### src/rtl/mips_multicycle_ctrl.sv
// ----------------------------------------------------------------------------
// mips_multicycle_ctrl
//
// Main control FSM for a multicycle MIPS datapath. It sequences each
// instruction through FETCH, DECODE and the class-specific execute, memory
// and writeback states. It drives the datapath strobes, the mux selects and
// the 4-bit ALU operation code.
//
// Ports
//   clk, rst_n        rising-edge clock, asynchronous active-low reset
//   opcode, funct     instr[31:26] / instr[5:0] from the instruction register
//   zero              ALU zero flag, used only to resolve beq
//   pc_write, iord, mem_read, mem_write, ir_write,
//   reg_dst, mem_to_reg, reg_write,
//   alu_src_a, alu_src_b, pc_src, alu_ctrl
//                     datapath controls (Moore, except pc_write in BRANCH
//                     and alu_ctrl in EXEC)
//   state_o           current state encoding, for debug
//   illegal           one-cycle pulse in DECODE for an unsupported opcode/funct
//   retired           count of completed instructions, wraps modulo 2^CNT_W
// ----------------------------------------------------------------------------
module mips_multicycle_ctrl #(
    parameter int CNT_W = 32
) (
    input  logic             clk,
    input  logic             rst_n,
    input  logic [5:0]       opcode,
    input  logic [5:0]       funct,
    input  logic             zero,
    output logic             pc_write,
    output logic             iord,
    output logic             mem_read,
    output logic             mem_write,
    output logic             ir_write,
    output logic             reg_dst,
    output logic             mem_to_reg,
    output logic             reg_write,
    output logic             alu_src_a,
    output logic [1:0]       alu_src_b,
    output logic [1:0]       pc_src,
    output logic [3:0]       alu_ctrl,
    output logic [3:0]       state_o,
    output logic             illegal,
    output logic [CNT_W-1:0] retired
);

    typedef enum logic [3:0] {
        S_FETCH  = 4'd0,
        S_DECODE = 4'd1,
        S_MEMADR = 4'd2,
        S_MEMRD  = 4'd3,
        S_MEMWB  = 4'd4,
        S_MEMWR  = 4'd5,
        S_EXEC   = 4'd6,
        S_ALUWB  = 4'd7,
        S_BRANCH = 4'd8,
        S_ADDIEX = 4'd9,
        S_ADDIWB = 4'd10,
        S_JUMP   = 4'd11
    } state_t;

    localparam logic [5:0] OP_RTYPE = 6'b000000;
    localparam logic [5:0] OP_J     = 6'b000010;
    localparam logic [5:0] OP_BEQ   = 6'b000100;
    localparam logic [5:0] OP_ADDI  = 6'b001000;
    localparam logic [5:0] OP_LW    = 6'b100011;
    localparam logic [5:0] OP_SW    = 6'b101011;

    localparam logic [5:0] FN_ADD = 6'b100000;
    localparam logic [5:0] FN_SUB = 6'b100010;
    localparam logic [5:0] FN_AND = 6'b100100;
    localparam logic [5:0] FN_OR  = 6'b100101;
    localparam logic [5:0] FN_SLT = 6'b101010;
    localparam logic [5:0] FN_NOR = 6'b100111;

    localparam logic [3:0] ALU_AND = 4'b0000;
    localparam logic [3:0] ALU_OR  = 4'b0001;
    localparam logic [3:0] ALU_ADD = 4'b0010;
    localparam logic [3:0] ALU_NOR = 4'b0101;
    localparam logic [3:0] ALU_SUB = 4'b0110;
    localparam logic [3:0] ALU_SLT = 4'b0111;

    state_t           state_q, state_d;
    logic [CNT_W-1:0] retired_q, retired_d;

    // R-type funct decode, shared by the legality check in DECODE and the
    // ALU code in EXEC.
    logic       funct_legal;
    logic [3:0] r_alu_ctrl;

    always_comb begin
        // NOTE: every signal written in a combinational block gets a default
        // first, so no path leaves it unassigned and no latch is inferred.
        funct_legal = 1'b1;
        r_alu_ctrl  = ALU_AND;
        case (funct)
            FN_ADD:  r_alu_ctrl = ALU_ADD;
            FN_SUB:  r_alu_ctrl = ALU_SUB;
            FN_AND:  r_alu_ctrl = ALU_AND;
            FN_OR:   r_alu_ctrl = ALU_OR;
            FN_SLT:  r_alu_ctrl = ALU_SLT;
            FN_NOR:  r_alu_ctrl = ALU_NOR;
            default: funct_legal = 1'b0;
        endcase
    end

    // Next state and outputs. The whole decode is gated by rst_n because
    // the reset state (FETCH) would otherwise drive its strobes while reset
    // is still asserted.
    always_comb begin
        state_d    = S_FETCH;
        pc_write   = 1'b0;
        iord       = 1'b0;
        mem_read   = 1'b0;
        mem_write  = 1'b0;
        ir_write   = 1'b0;
        reg_dst    = 1'b0;
        mem_to_reg = 1'b0;
        reg_write  = 1'b0;
        alu_src_a  = 1'b0;
        alu_src_b  = 2'b00;
        pc_src     = 2'b00;
        alu_ctrl   = ALU_AND;
        illegal    = 1'b0;

        if (rst_n) begin
            case (state_q)
                S_FETCH: begin
                    mem_read  = 1'b1;
                    ir_write  = 1'b1;
                    pc_write  = 1'b1;
                    alu_src_b = 2'b01;
                    alu_ctrl  = ALU_ADD;
                    state_d   = S_DECODE;
                end
                S_DECODE: begin
                    // Speculatively compute the branch target into ALUOut.
                    alu_src_b = 2'b11;
                    alu_ctrl  = ALU_ADD;
                    case (opcode)
                        OP_LW, OP_SW: state_d = S_MEMADR;
                        OP_RTYPE: begin
                            if (funct_legal) state_d = S_EXEC;
                            else             illegal = 1'b1;
                        end
                        OP_BEQ:  state_d = S_BRANCH;
                        OP_ADDI: state_d = S_ADDIEX;
                        OP_J:    state_d = S_JUMP;
                        default: illegal = 1'b1;
                    endcase
                end
                S_MEMADR: begin
                    alu_src_a = 1'b1;
                    alu_src_b = 2'b10;
                    alu_ctrl  = ALU_ADD;
                    state_d   = (opcode == OP_LW) ? S_MEMRD : S_MEMWR;
                end
                S_MEMRD: begin
                    mem_read = 1'b1;
                    iord     = 1'b1;
                    state_d  = S_MEMWB;
                end
                S_MEMWB: begin
                    reg_write  = 1'b1;
                    mem_to_reg = 1'b1;
                end
                S_MEMWR: begin
                    mem_write = 1'b1;
                    iord      = 1'b1;
                end
                S_EXEC: begin
                    alu_src_a = 1'b1;
                    alu_ctrl  = r_alu_ctrl;
                    state_d   = S_ALUWB;
                end
                S_ALUWB: begin
                    reg_write = 1'b1;
                    reg_dst   = 1'b1;
                end
                S_BRANCH: begin
                    alu_src_a = 1'b1;
                    alu_ctrl  = ALU_SUB;
                    pc_src    = 2'b01;
                    pc_write  = zero;
                end
                S_ADDIEX: begin
                    alu_src_a = 1'b1;
                    alu_src_b = 2'b10;
                    alu_ctrl  = ALU_ADD;
                    state_d   = S_ADDIWB;
                end
                S_ADDIWB: begin
                    reg_write = 1'b1;
                end
                S_JUMP: begin
                    pc_write = 1'b1;
                    pc_src   = 2'b10;
                end
                default: ;  // unused encodings fall back to FETCH, outputs 0
            endcase
        end
    end

    // An instruction retires on the edge leaving its final state; illegal
    // instructions leave from DECODE and never count.
    always_comb begin
        retired_d = retired_q;
        if (state_q inside {S_MEMWB, S_MEMWR, S_ALUWB, S_BRANCH, S_ADDIWB, S_JUMP})
            retired_d = retired_q + CNT_W'(1);
    end

    always_ff @(posedge clk or negedge rst_n) begin
        if (!rst_n) begin
            state_q   <= S_FETCH;
            retired_q <= '0;
        end else begin
            // NOTE: sequential state uses non-blocking assignments so every
            // register samples its pre-edge value, independent of statement order.
            state_q   <= state_d;
            retired_q <= retired_d;
        end
    end

    assign state_o = state_q;
    assign retired = retired_q;

endmodule

### config.mk
export PLATFORM = sky130hd
export DESIGN_NAME = mips_multicycle_ctrl
export DESIGN_NICKNAME = d
export VERILOG_FILES = /design/src/rtl/mips_multicycle_ctrl.sv
export SDC_FILE = /design/constraint.sdc
export NUM_CORES = 1
export LEC_CHECK = 0
export CORE_UTILIZATION = 45
export CTS_CLUSTER_SIZE = 10
export DETAILED_ROUTE_END_ITERATION = 8
export GPL_TIMING_DRIVEN = 1
export PLACE_DENSITY = 0.79
export SLEW_MARGIN = 20
export SYNTH_ARGS = -nofsm -noshare
export SYNTH_HDL_FRONTEND = slang
export SYNTH_SLANG_ARGS = --single-unit
### constraint.sdc
create_clock -name clk -period 3.01 [get_ports clk]
set_input_delay 0.602 -clock clk [delete_from_list [all_inputs] [get_ports clk]]
set_output_delay 0.602 -clock clk [all_outputs]
set_load 0.1 [all_outputs]
# After elaboration in Yosys (flattened, before gate mapping)
# Index checks and enable logic that the tools add are counted.
# W data, S select, Z words.
totals:
  regBits: 36
  inputBits: 15
  out_inout_bits: 54
classes:
  add_sub_neg: 1
  n_eq_ne: 22
  n_mux: 35
  reduce_logical: 13
op_table:
  columns: ["op", "count"]
  rows:
  - ["$eq A6 B6 Y1 const B", 8]
  - ["$add A32 B1 Y32 const B", 1]
  - ["$pmux W4 S6", 1]
  - ["$mux W1", 21]
  - ["$pmux W4 S5", 1]
  - ["$eq A4 B3 Y1 const B", 4]
  - ["$eq A4 B4 Y1 const B", 4]
  - ["$pmux W3 S5", 1]
  - ["$pmux W4 S3", 1]
  - ["$reduce_or A2 Y1", 5]
  - ["$eq A4 B2 Y1 const B", 2]
  - ["$mux W4", 2]
  - ["$reduce_or A4 Y1", 2]
  - ["$eq A6 B2 Y1 const B", 1]
  - ["$eq A6 B3 Y1 const B", 1]
  - ["$eq A6 B4 Y1 const B", 1]
  - ["$logic_not A6 Y1", 1]
  - ["$mux W3", 2]
  - ["$pmux W2 S3", 1]
  - ["$reduce_bool A6 Y1", 1]
  - ["$reduce_or A6 Y1", 1]
  - ["$reduce_or A5 Y1", 1]
  - ["$eq A4 B1 Y1 const B", 1]
  - ["$logic_not A4 Y1", 1]
  - ["other kinds (4)", 6]

# Depth between registers and ports, before layout
depth:
  word_depth: 7
  depth_mapped: 7
  depth_no_buf: 5

# Worst setup path before layout
# No wires, ideal clock.
synth_timing:
  path_type: "reg2out"
  startpoint: "reg state_q[2], in the netlist state_o[2]"
  endpoint: "out alu_ctrl[0]"
  t_arrival_ns: 6.194
  required_time_ns: 2.408
  path_slack_ns: -3.786
  path_stages_with_launch: 4
  cell_sequence: "dfrtp_1 clkbuf_1 nand3b_1 a2111oi_0"
synth_between:
  elab_chain_cells: 4
  word_cells_on_any_way: 9
  classes_between: "5 x eq/ne; 2 x mux; 2 x reduce/logical"
synth_rtl:
  columns: ["item", "line", "source"]
  rows:
  - ["start, declared", "83", "state_t state_q, state_d;"]
  - ["start signal, assigned", "219", "state_q <= state_d;"]
  - ["$eq A4 B1 Y1 (tied with other cells)", "127", "case (state_q)"]
  - ["$reduce_or A4 Y1 (no line)", null, null]
  - ["$pmux W4 S3 (*)", "127", null]
  - ["$mux W4 (*)", "126", "if (rst_n) begin"]
  - ["end, declared", "41", "output logic [3:0] alu_ctrl,"]
# Every way passes the cells marked *; elsewhere a longest branch is shown, timed or not.

# Final worst setup path
layout_timing:
  startpoint: "in opcode[4]"
  endpoint: "out illegal"
layout_between:
  elab_chain_cells: 5
  word_cells_on_any_way: 10
  classes_between: "5 x eq/ne; 3 x mux; 2 x reduce/logical"
layout_rtl:
  columns: ["item", "line", "source"]
  rows:
  - ["start, declared", "27", "input logic [5:0] opcode,"]
  - ["$eq A6 B6 Y1 (tied with other cells)", "140", "case (opcode)"]
  - ["$reduce_or A5 Y1 (no line)", null, null]
  - ["$pmux W1 S2 (*)", "140", null]
  - ["$mux W1 (*)", "127", null]
  - ["$mux W1 (*)", "126", null]
  - ["end, declared", "43", "output logic illegal,"]
# Marks and branches as above.

==> reports/metrics.csv <==
stage,metric,value,unit
route,num_vias,1909,
sta,worst_pin_slew,545,ps
clock_network,cts-root-buf,clkbuf_8,
sta,whs,141,ps
sta,slew-limit-headroom,0.636,
sta,slew_viol_final,0,
sta,finalSetupViolations,0,
sta,max_freq,340,MHz
sta,rsz0062_at_grt,no,
route,firstDrtPassIters,4,
critical_path,critPathKind,primary input to output port,
route,wl_met2,2.59,mm
grt,grt_pass1_wl,8.66,mm
clock_network,clkLatencyLatePin,290,ps
finish,n_antenna_cell,0,
yosys,synth-main-ff-cell,dfrtp_1,
power_and_ir_drop,vdd_drop_max,0.000353,V
clock_network,cts_buffers,5,
power_and_ir_drop,p_leak,0.00141,uW
critical_path,cp_max_fo,3,
yosys,yosys_warnings,0,
worst_hold_path,hp-class,primary input to async pin,
route,wire_per_inst,14.4,um
sta,fin_skew,7.53,ps
finish,regArea,903,um^2
finish,final_common_cell,buf_4,
run,max_cap_viol_count,0,
critical_path,cp.required,2410,ps
critical_path,rr_startpoint,state_o[1]$_DFF_PN0_,
floorplan,die_w,69.4,um
clock_network,cts_tree,built,
grt,grt_pass1_vias,1833,
floorplan,io_pins,69,
floorplan,die-area,4820,um^2
sta,period_share,0.976,
yosys,syn_nets,243,
power_and_ir_drop,power,1310,uW
finish,multi_input_area,1190,um^2
yosys,ys_seq_elements,36,
critical_path,crit_path_start,opcode[4],
route,m1WireLength,2.28,mm
grt,grt_max_degree,27,
floorplan,core,4350,um^2
yosys,seq_area_frac_synth,0.441,
finish,num-nets-final,316,
sta,hold_viol,0,
finish,layout_common_cells,"buf_4, dfrtp_1, nor2_1",
grt,grt_overflow_total,0,
grt,grtUsageTotal,0.227,
power_and_ir_drop,p_per_area,420,nW/um^2
yosys,syn_area,2040,um^2
yosys,synthCells,227,
clock_network,h-tree-depth,2,
route,viasPerCell,5.41,
placement,place.gp.congestion,0.784,
route,top_layer,met4,
outcome,outcome,"finished, final reports clean",
floorplan,die_y,69.4,um
route,drc_errors,0,
clock_network,clk_pin_slew,80,ps
finish,fillers,321,
yosys,syn_area_per_cell,9.01,um^2
yosys,synth_cell_type_count,41,
critical_path,cp.arrival,2340,ps
grt,antenna_found_initial,0,
critical_path,end_kind,output port,
placement,io_buffer_count,67,
route,wirelength,5.09,mm
clock_network,clockBufferDepth,2,
yosys,synth-async-reset-ratio,1.00,
route,final_antenna_net_count,0,
critical_path,worst_setup_path_start_kind,primary input,
floorplan,start_util,0.470,
yosys,synth_edf_count,0,
finish,drive_gt1_frac,0.306,
route,dr_wl_met3,186,um
placement,dp.final_hpwl,3.84,mm
finish,fin_cells,353,
clock_network,cts_num_sinks,36,
finish,area_growth,51.9,%
sta,finalCriticalPeriod,2940,ps
floorplan,num_rows,24,
clock_network,hold_buffers,0,
placement,dp.cells,344,
route,drt_iter0_markers,66,
==> power breakdown <==
part	leakage, uW	switching, uW	internal (uW)
registers	0.000496	24.9	499
logic	0.000858	249	99.5
clock network	0.0000548	183	249
==> path summary, 6_finish.rpt <==
path                                           end  slack [ps]  cells past startpoint
max in group asynchronous     state_o[0]$_DFF_PN0_        2270                      2
setup reg to reg           retired[31]$_DFFE_PN0P_         740                      5
hold / removal                state_o[1]$_DFF_PN0_         140                      1
min in group clk           retired[31]$_DFFE_PN0P_         490                      1
setup / recovery                           illegal          70                      6
hold reg to reg            retired[31]$_DFFE_PN0P_         490                      1
==> flip-flops by register name (all words and copies together), names as in the netlist <==
name / flops
state_o: 4
retired: 32
==> final cells by class <==
type,count,share of cell area
tap,52,0.0210
multi-input combinational,176,0.382
timing repair buffer,75,0.262
inverter,6,0.00725
clock inverter,3,0.0149
sequential,36,0.291
clock buffer,5,0.0222
==> layer usage <==
layer,GRT usage,vias to the layer above
li1,-,923
met1,0.290,935
met2,0.389,47
met3,0.0552,4
met4,0.0476,0
met5,0,-
==> worst max-delay path, cell delays in order <==
cell and delay (ps):
clkdlybuf4s50_1 450, or4_4 450, or4_4 440, a21oi_4 160, nor3_4 70, buf_12 160
==> cell usage after synthesis, drive strengths merged (5+ instances only) <==
library cell  count  area, um^2
a21oi             8        43.8
and3              8        50.1
buf               5        28.8
dfrtp            36         901
inv               6        22.5
nand2            22        82.6
nand2b           10        62.6
nand3            11        55.1
nand4             8        50.1
nor2             26        97.6
nor2b             6        37.5
nor3             14        75.1
xnor2            20         175
xor2             12         105
==> timing repair <==
item                                   in CTS  in global routing
buffers inserted                            0                  1
endpoints found under the hold margin       0                  0
resized for setup                           3                  3
cloned                                      0                  0
setup endpoints to repair                   1                  1
==> cells by family (layout without fill, tap and decap cells) <==
group,count (synthesis),after routing,share of synthesized area
adder cells (fa/ha/maj),1,1,0.00612
flip-flops,36,36,0.441
other,1,1,0.00183
XOR/XNOR,32,32,0.137
AO/OA/AOI/OAI,23,23,0.0753
buffers and inverters,15,89,0.0324
multiplexers,1,1,0.00551
AND/OR/NAND/NOR,118,118,0.301
==> stage by stage <==
stage,utilization,TNS [ps],setup WS [ps],instance area [um^2]
finish,0.713,0,71.3,3110
global route,0.713,0,12.2,3110
CTS,0.710,0,3.29,3090
detailed placement,0.680,-17.9,-17.9,2960
global placement,0.680,0,17.3,2960
floorplan,-,-1960,-430,2140
No activity file was read; power rests on OpenSTA's default activity.
